==> src/rtl/clock_pkg.sv <==
// Shared encodings and field widths for the clock time-set logic.
package clock_pkg;

    localparam int unsigned HOURS_W = 5;
    localparam int unsigned MIN_W   = 6;
    localparam int unsigned SEC_W   = 6;

    typedef enum logic [1:0] {
        ST_RUN    = 2'b00,
        ST_SET_H  = 2'b01,
        ST_SET_M  = 2'b10,
        ST_COMMIT = 2'b11
    } set_state_e;

endpackage

==> src/rtl/clock_set_ctrl_btn_press_detect.sv <==
// Rising-edge detector for one debounced button level.
module btn_press_detect (
    input  logic clk,
    input  logic rst,
    input  logic btn,
    output logic press_c
);

    logic btn_q;

    // Remember last cycle's button level
    always_ff @(posedge clk or posedge rst) begin
        if (rst) begin
            btn_q <= 1'b0;
        end else begin
            btn_q <= btn;
        end
    end

    // A press is the first cycle the button reads high
    assign press_c = btn & ~btn_q;

endmodule

==> src/rtl/clock_set_ctrl.sv <==
// Time-set sequencer: RUN -> SET_H -> SET_M -> COMMIT, with idle-timeout abort.
module clock_set_ctrl
    import clock_pkg::*;
#(
    parameter int unsigned TIMEOUT_TICKS = 30,
    parameter int unsigned HOURS_MAX     = 23,
    parameter int unsigned MINUTES_MAX   = 59
) (
    input  logic               Clk_1sec,
    input  logic               reset,
    input  logic               mode_btn,
    input  logic               inc_btn,
    input  logic [HOURS_W-1:0] cur_hours,
    input  logic [MIN_W-1:0]   cur_minutes,
    output logic               run_en,
    output logic               load,
    output logic [HOURS_W-1:0] load_hours,
    output logic [MIN_W-1:0]   load_minutes,
    output logic [SEC_W-1:0]   load_seconds,
    output logic [1:0]         set_state,
    output logic               blink,
    output logic               aborted
);

    localparam int unsigned IDLE_W = $clog2(TIMEOUT_TICKS);
    localparam logic [IDLE_W-1:0] IDLE_LAST = IDLE_W'(TIMEOUT_TICKS - 1);
    localparam logic [HOURS_W-1:0] H_LAST = HOURS_W'(HOURS_MAX);
    localparam logic [MIN_W-1:0]   M_LAST = MIN_W'(MINUTES_MAX);

    logic mode_press_c;
    logic inc_press_c;

    set_state_e         state_q,   state_d;
    logic [HOURS_W-1:0] shadow_h_q, shadow_h_d;
    logic [MIN_W-1:0]   shadow_m_q, shadow_m_d;
    logic [IDLE_W-1:0]  idle_q,    idle_d;
    logic               abort_d;
    logic               run_en_d;
    logic               load_d;
    logic               blink_d;

    btn_press_detect u_mode_press (
        .clk     (Clk_1sec),
        .rst     (reset),
        .btn     (mode_btn),
        .press_c (mode_press_c)
    );

    btn_press_detect u_inc_press (
        .clk     (Clk_1sec),
        .rst     (reset),
        .btn     (inc_btn),
        .press_c (inc_press_c)
    );

    // State, shadow, idle counter and output registers
    always_ff @(posedge Clk_1sec or posedge reset) begin
        if (reset) begin
            state_q      <= ST_RUN;
            shadow_h_q   <= '0;
            shadow_m_q   <= '0;
            idle_q       <= '0;
            run_en       <= 1'b1;
            load         <= 1'b0;
            load_seconds <= '0;
            blink        <= 1'b0;
            aborted      <= 1'b0;
        end else begin
            state_q      <= state_d;
            shadow_h_q   <= shadow_h_d;
            shadow_m_q   <= shadow_m_d;
            idle_q       <= idle_d;
            run_en       <= run_en_d;
            load         <= load_d;
            load_seconds <= '0;
            blink        <= blink_d;
            aborted      <= abort_d;
        end
    end

    // Next state, shadow edits, timeout and next output values; MODE beats INC
    always_comb begin
        state_d    = state_q;
        shadow_h_d = shadow_h_q;
        shadow_m_d = shadow_m_q;
        idle_d     = '0;
        abort_d    = 1'b0;

        unique case (state_q)
            ST_RUN: begin
                if (mode_press_c) begin
                    state_d    = ST_SET_H;
                    shadow_h_d = cur_hours;
                    shadow_m_d = cur_minutes;
                end
            end
            ST_SET_H: begin
                if (mode_press_c) begin
                    state_d = ST_SET_M;
                end else if (inc_press_c) begin
                    shadow_h_d = (shadow_h_q == H_LAST) ? '0 : shadow_h_q + HOURS_W'(1);
                end else if (idle_q == IDLE_LAST) begin
                    state_d = ST_RUN;
                    abort_d = 1'b1;
                end else begin
                    idle_d = idle_q + IDLE_W'(1);
                end
            end
            ST_SET_M: begin
                if (mode_press_c) begin
                    state_d = ST_COMMIT;
                end else if (inc_press_c) begin
                    shadow_m_d = (shadow_m_q == M_LAST) ? '0 : shadow_m_q + MIN_W'(1);
                end else if (idle_q == IDLE_LAST) begin
                    state_d = ST_RUN;
                    abort_d = 1'b1;
                end else begin
                    idle_d = idle_q + IDLE_W'(1);
                end
            end
            ST_COMMIT: begin
                state_d = ST_RUN;
            end
            default: begin
                state_d = ST_RUN;
            end
        endcase

        run_en_d = (state_d == ST_RUN);
        load_d   = (state_d == ST_COMMIT);
        blink_d  = ((state_d == ST_SET_H) || (state_d == ST_SET_M)) ? ~blink : 1'b0;
    end

    assign set_state    = state_q;
    assign load_hours   = shadow_h_q;
    assign load_minutes = shadow_m_q;

endmodule
==> config.mk <==
export PLATFORM = sky130hd
export DESIGN_NAME = clock_set_ctrl
export DESIGN_NICKNAME = d
export VERILOG_FILES = /design/src/rtl/clock_pkg.sv /design/src/rtl/clock_set_ctrl_btn_press_detect.sv /design/src/rtl/clock_set_ctrl.sv
export SDC_FILE = /design/constraint.sdc
export NUM_CORES = 1
export LEC_CHECK = 0
export BUFFER_PORTS_ARGS = -buffer_cell sky130_fd_sc_hd__buf_2
export CAP_MARGIN = 20
export CORE_ASPECT_RATIO = 0.8
export CORE_MARGIN = 4
export CORE_UTILIZATION = 56
export DETAILED_ROUTE_END_ITERATION = 8
export GPL_TIMING_DRIVEN = 0
export HOLD_SLACK_MARGIN = 0.08
export PLACE_DENSITY = 0.92
export SYNTH_ARGS = -nofsm -noshare
export SYNTH_HDL_FRONTEND = slang
export SYNTH_SLANG_ARGS = --single-unit
==> constraint.sdc <==
create_clock -name Clk_1sec -period 2.95 [get_ports Clk_1sec]
set_clock_uncertainty 0.1 [all_clocks]
set_input_delay 0.59 -clock Clk_1sec [delete_from_list [all_inputs] [get_ports Clk_1sec]]
set_output_delay 0.59 -clock Clk_1sec [all_outputs]
set_load 0.02 [all_outputs]
# Word-level counts from Yosys, hierarchy flattened

Cells that the tools add are included.
W data, S select, Z words.

Bits in registers: 24
Memory bits (read-only): 0
Latch bits: 0
Memory bits (writable): 0
Memories: 0
Input port bits: 15

Divide/modulo/power cells: 0
Equality and inequality tests: 14
Magnitude comparators: 0
Shift-type cells: 0
Add/sub/neg operators: 3
Multiply operators: 0
Multiplexer cells: 25
Reductions and logical operators: 8
Bitwise gates (word level): 5

Operator list:

| operator              | count |
|---|---|
| $mux W5               | 8 |
| $mux W6               | 4 |
| $pmux W6 S2           | 1 |
| $add A5 B1 Y5 const B | 2 |
| $eq A5 B5 Y1 const B  | 2 |
| $mux W2               | 5 |
| $ne A2 B2 Y1 const B  | 5 |
| $pmux W5 S2           | 1 |
| $eq A2 B2 Y1 const B  | 4 |
| $pmux W2 S4           | 1 |
| $reduce_and A4 Y1     | 2 |
| $add A6 B1 Y6 const B | 1 |
| $eq A6 B6 Y1 const B  | 1 |
| $mux W1               | 5 |
| $eq A2 B1 Y1 const B  | 2 |
| $logic_not A2 Y1      | 2 |
| $reduce_bool A2 Y1    | 2 |
| $not A1 Y1            | 3 |
| $and A1 B1 Y1         | 2 |
| $reduce_or A2 Y1      | 1 |
| $logic_or A1 B1 Y1    | 1 |

# Logic depth before layout (Yosys ltp)

Depth after elaboration: 8
Depth in mapped cells: 8
Depth with buffers taken out: 6

# By module

Synthesis repeated with hierarchy kept, for this count alone.

Cells, all modules: 142
Area total of the unflattened synthesis: 1,400.1 um^2

Modules (own cells, without submodules):

| module           | area an instance (um^2) | cells each | times used |
|---|---|---|---|
| clock_set_ctrl   | 1,315.0                 | 136        | 1 |
| btn_press_detect | 42.5                    | 3          | 2 |

# Worst setup path after synthesis

No wires, ideal clock.

Path type: register to register
Start: reg state_q[0] (netlist: set_state[0])
End: reg shadow_m_q[2] (netlist: load_minutes[2])
Arrival: 1.805 ns
Setup slack: 0.924 ns
Path buffers: 2
Stages on the path, launching flop included: 9
Path through: dfrtp_1 > inv_1 > ha_1 > clkbuf_1 > nand3b_1 > o31ai_1 > buf_2 > o21ai_1 > a22o_1

Word-level cells in the longest chain between the ends: 3
Elaborated cells between the ends (all ways): 8

Ends and longest elaborated chain:

| item                                                                | line                 | RTL |
|---|---|---|
| start, declared                                                     | clock_set_ctrl.sv:33 | `set_state_e state_q, state_d;` |
| start signal, assigned                                              | clock_set_ctrl.sv:69 | `state_q <= state_d;` |
| $eq A2 B2 Y1 / $logic_not A2 Y1 (equally long branches)             | clock_set_ctrl.sv:89 | `unique case (state_q)` |
| $ne A2 B2 Y1 (no line) / $reduce_bool A2 Y1 (equally long branches) | --                   |  |
| $reduce_and A4 Y1 (no line)                                         | --                   |  |
| end signal, assigned                                                | clock_set_ctrl.sv:71 | `shadow_m_q <= shadow_m_d;` |
| end, declared                                                       | clock_set_ctrl.sv:35 | `logic [MIN_W-1:0] shadow_m_q, shadow_m_d;` |

Several ways; a longest one is shown, not always the timed one.
A chain may end at the register's enable or synchronous reset.

# Final worst setup path

Same ends and word-level chain as after synthesis.

==> impl_summary.log <==
[metrics] Syn Inst Count: 152
[metrics] Reg-to-Reg Start: set_state[0]$_DFF_PP0_
[metrics] Worst VDD drop: just over 400 uV
[metrics] number of flip-flops and latches in the synthesized netlist: 24
[metrics] GRT Total Usage: a little under a fifth
[metrics] number of top-level pins: 38
[metrics] leading cell types by total area after synthesis: dfrtp_1 (40%), ha_1 (6.2%), nand2_1 (3.7%), buf_4 (3.2%), nor2_1 (2.9%)
[metrics] headroom to the max-slew limit: between 40% and 50%
[metrics] final routed DRC violation total: 0
[metrics] Worst Setup Path Type: register to register
[metrics] placed cell count: approximately 220
[metrics] Post-CTS Resized: 0
[metrics] number of max-slew violations in the final report: 0
[metrics] critical path launch point: set_state[0]$_DFF_PP0_
[metrics] final weighted congestion in routability-driven placement: about 0.85
[metrics] Port Buffers: 31
[metrics] Synth async-reset ratio: 100%
[metrics] overall power consumption: between 1.5 and 2 mW
[metrics] number of sinks on the clock net: 24
[metrics] insertion delay to the later sink of the worst-skew pair: around 0.31 ns
[metrics] maximum buffer depth of the clock tree: 2
[metrics] crit share post-route: between 70% and 80%
[metrics] Finished Layout Cells: ~230
[metrics] internal power component: approximately 0.84 mW
[metrics] cell at the root of the clock tree: clkbuf_4
[metrics] minimum clock period after layout: around 2.3 ns
[metrics] endpoint arrival time on the critical path: ~2.4 ns
[metrics] Crit. End Element: register
[metrics] largest area contributor in the netlist: dfrtp_1
[metrics] aggregate routed wire length: roughly 3000 um
[metrics] vias per inst: ~5.6
[metrics] post-route cell area: 1680 sq um
[metrics] depth of the CTS H-tree: 1
[metrics] cts bufs inserted: 3
[metrics] post-CTS setup repair buffer count: 0
[metrics] worst hold slack: roughly 0.34 ns
[metrics] Synthesis Warnings: 0
[metrics] area of the mapped netlist: between 1000 and 1500 sq um
[metrics] register-to-register path setup slack: 0.69 ns
[metrics] Gate power share: around 53%
[metrics] top-area cell type share of the netlist area: between 40% and 50%
[metrics] Worst-Margin Slew: slightly below 0.9 ns
[metrics] standard-cell rows: 16
[metrics] number of vias in the routed layout: ~1.3k
[metrics] Core Footprint: between 2000 and 2500 sq um
[metrics] Primary FF master, synth: dfrtp_1
[metrics] critical-path maximum fanout: 10
[metrics] number of antenna violations at the first check in global routing: 0
[metrics] number of global-route vias before repair: approximately 1.1k
[metrics] average wire length per cell after detail routing: 13.3 um
[metrics] die span in y: around 53 um
[metrics] crit start category: register
[metrics] max frequency: 442 MHz
[metrics] Static Leak: between 0.8 and 0.9 nW
[metrics] area after detailed placement: between 1500 and 2000 sq um
[metrics] count of unique library cells instantiated by Yosys: 44
[metrics] switching power: approximately 0.72 mW
[metrics] first-pass GRT wire length: 5010 um
[metrics] Clock power frac: a little over a tenth
[metrics] count of final hold-check violations: 0
[metrics] MaxCap Viol Count: 0
[metrics] clock transition time at the flip-flop clock pins of the worst setup and hold paths: roughly 0.13 ns
[metrics] switching part of the total: about 46%
[metrics] share of the yosys chip area belonging to registers: between 40% and 50%
[metrics] Fillers: about 210
[metrics] number of nets in the layout: ~220
[metrics] number of enable flip-flop cells after synthesis: 0
[metrics] overall die width: approximately 64 um
[metrics] starting utilization of the core area: 58.2%
[metrics] number of hold-repair buffers added at the cts stage: 0
[metrics] largest net degree at the start of global routing: 25
[metrics] Syn-to-layout area delta: 18.0%
[metrics] Worst Hold Class: input port to asynchronous set/reset pin
[metrics] Total Neg Setup Slack: 0 ns
[metrics] power per cell area: 934 nW/um^2
[metrics] fraction of final layout cells with drive strength greater than 1: a little under a quarter
[metrics] data required time of the critical path: 3.06 ns
[metrics] sequential power share: a little over a third
[metrics] Final ANT Viol Nets: 0
[metrics] worst setup path end: load_minutes[2]$_DFFE_PP0P_
[metrics] path depth of the worst reg2reg path: 8
[metrics] final setup vio count: 0
[metrics] grt ovf: 0
[metrics] Pre-antenna DRT Iters: 6
[metrics] Post-Synthesis Mean Instance Area: between 9 and 10 sq um
[metrics] # diodes: 0
[metrics] setup repair after global routing missed its margin: no
[metrics] placed wire-length estimate after detailed placement: 2340 um
[metrics] Detailed Route Iter0 Violations: 62
[metrics] critical register-to-register path endpoint: load_minutes[2]$_DFFE_PP0P_
[metrics] CTS tree: yes
[metrics] result of the run: finished, final reports clean
[metrics] die area: between 3000 and 4000 sq um
[worst max-delay path, stage by stage (launching register included)]
cell and delay, ns:
dfrtp_1 0.43, inv_1 0.11, ha_1 0.15, clkbuf_1 0.38
nand3b_1 0.14, o31ai_1 0.31, buf_2 0.27, o21ai_1 0.09
a22o_1 0.19
[placed cells by master, fill, tap and decap left out, types with 2 or more instances in the layout]
cell type | synthesis | routed
a22o_1 | 4 | 4
xor2_1 | 2 | 2
o31ai_1 | 4 | 4
a21oi_1 | 6 | 6
nand4bb_1 | 2 | 2
mux2i_1 | 3 | 3
ha_1 | 7 | 7
nand2_1 | 14 | 14
nor3_1 | 2 | 2
o22ai_1 | 2 | 2
dfrtp_1 | 23 | 23
nand4_1 | 3 | 3
xnor2_1 | 2 | 2
nor2b_1 | 2 | 2
inv_1 | 9 | 9
conb_1 | 1 | 6
a211o_1 | 2 | 2
nand3_1 | 7 | 7
buf_2 | 1 | 32
clkbuf_1 | 3 | 3
nor2_1 | 11 | 11
nand3b_1 | 3 | 3
buf_4 | 6 | 6
o21ai_1 | 3 | 3
o21ai_0 | 6 | 6
o211ai_1 | 2 | 2
clkbuf_4 | 0 | 3
nand2b_1 | 5 | 5
[metal layers]
layer	up-vias	track usage, %	share of wire, %
met3	2	5.73	5.8
li1	615	-	-
met5	-	0	0
met4	0	3.51	0.33
met1	612	24.5	44
met2	46	32.2	50
[kinds of logic after synthesis]
group	count (synthesis)	share of synthesized area (%)
XOR/XNOR	4	2.47
multiplexers	4	2.90
other	1	0.264
flip-flops	24	42.3
adder cells (fa/ha/maj)	7	6.16
AO/OA/AOI/OAI	37	18.1
buffers and inverters	21	7.75
AND/OR/NAND/NOR	54	20.0
[Yosys cell counts, types with 2 or more instances]
library cell and n:
nor2b_1 2, a22o_1 4, o22ai_1 2, nand2b_1 5, xor2_1 2, nand3b_1 3
ha_1 7, nor3_1 2, inv_1 9, o21ai_1 3, clkbuf_1 3, mux2i_1 3
o211ai_1 2, a21oi_1 6, a211o_1 2, o21ai_0 6, nor2_1 11, nand4bb_1 2
nand2_1 14, nand3_1 7, o31ai_1 4, buf_4 6, nand4_1 3, xnor2_1 2
dfrtp_1 23
[metrics by stage]
step           setup WS, ns  utilization [%]
2_1_floorplan         0.924                -
6_report              0.688             68.6
5_1_grt               0.532             68.6
3_5_place_dp          0.742             67.2
4_1_cts               0.712             68.6
3_3_place_gp          0.779             67.2
[area by class of cell]
| type | count | area (sq um) | area share (%) |
|---|---|---|---|
| inverters | 10 | 37.5 | 2.24 |
| clock buffers | 4 | 36.3 | 2.16 |
| flip-flops and latches | 24 | 602 | 35.9 |
| multi-input cells | 112 | 728 | 43.4 |
| repair buffers | 31 | 155 | 9.25 |
| plain buffers | 11 | 72.6 | 4.33 |
| well taps | 36 | 45.0 | 2.69 |
[worst min path at each step]
| stage | startpoint | end | slack (ns) | depth (start not counted) |
|---|---|---|---|---|
| final | reset | idle_q[1]$_DFF_PP0_ | 0.34 | 2 |
| after global routing | inc_btn | u_inc_press.btn_q$_DFF_PP0_ | 0.30 | 1 |
| after CTS | inc_btn | u_inc_press.btn_q$_DFF_PP0_ | 0.33 | 1 |
| after detailed placement | idle_q[0]$_DFF_PP0_ | idle_q[0]$_DFF_PP0_ | 0.40 | 1 |
| after global placement | idle_q[0]$_DFF_PP0_ | idle_q[0]$_DFF_PP0_ | 0.37 | 1 |
| after floorplan | idle_q[0]$_DFF_PP0_ | idle_q[0]$_DFF_PP0_ | 0.36 | 1 |
[flip-flops by register name, summed over array words and instances, names as in the netlist]
name and cells:
idle_q 5, blink 1, aborted 1, set_state 2, u_mode_press.btn_q 1, load_minutes 6, load 1, load_hours 5
run_en 1, u_inc_press.btn_q 1
[power groups by stage]
| stage | logic (mW) | clock network (mW) | registers (mW) |
|---|---|---|---|
| 2_1_floorplan | 0.475 | 0 | 0.675 |
| 3_3_place_gp | 0.784 | 0 | 0.561 |
| 3_5_place_dp | 0.825 | 0 | 0.569 |
| 4_1_cts | 0.825 | 0.173 | 0.564 |
| 5_1_grt | 0.920 | 0.193 | 0.589 |
| 6_report | 0.827 | 0.170 | 0.568 |
No activity file was read; power rests on OpenSTA's default activity.
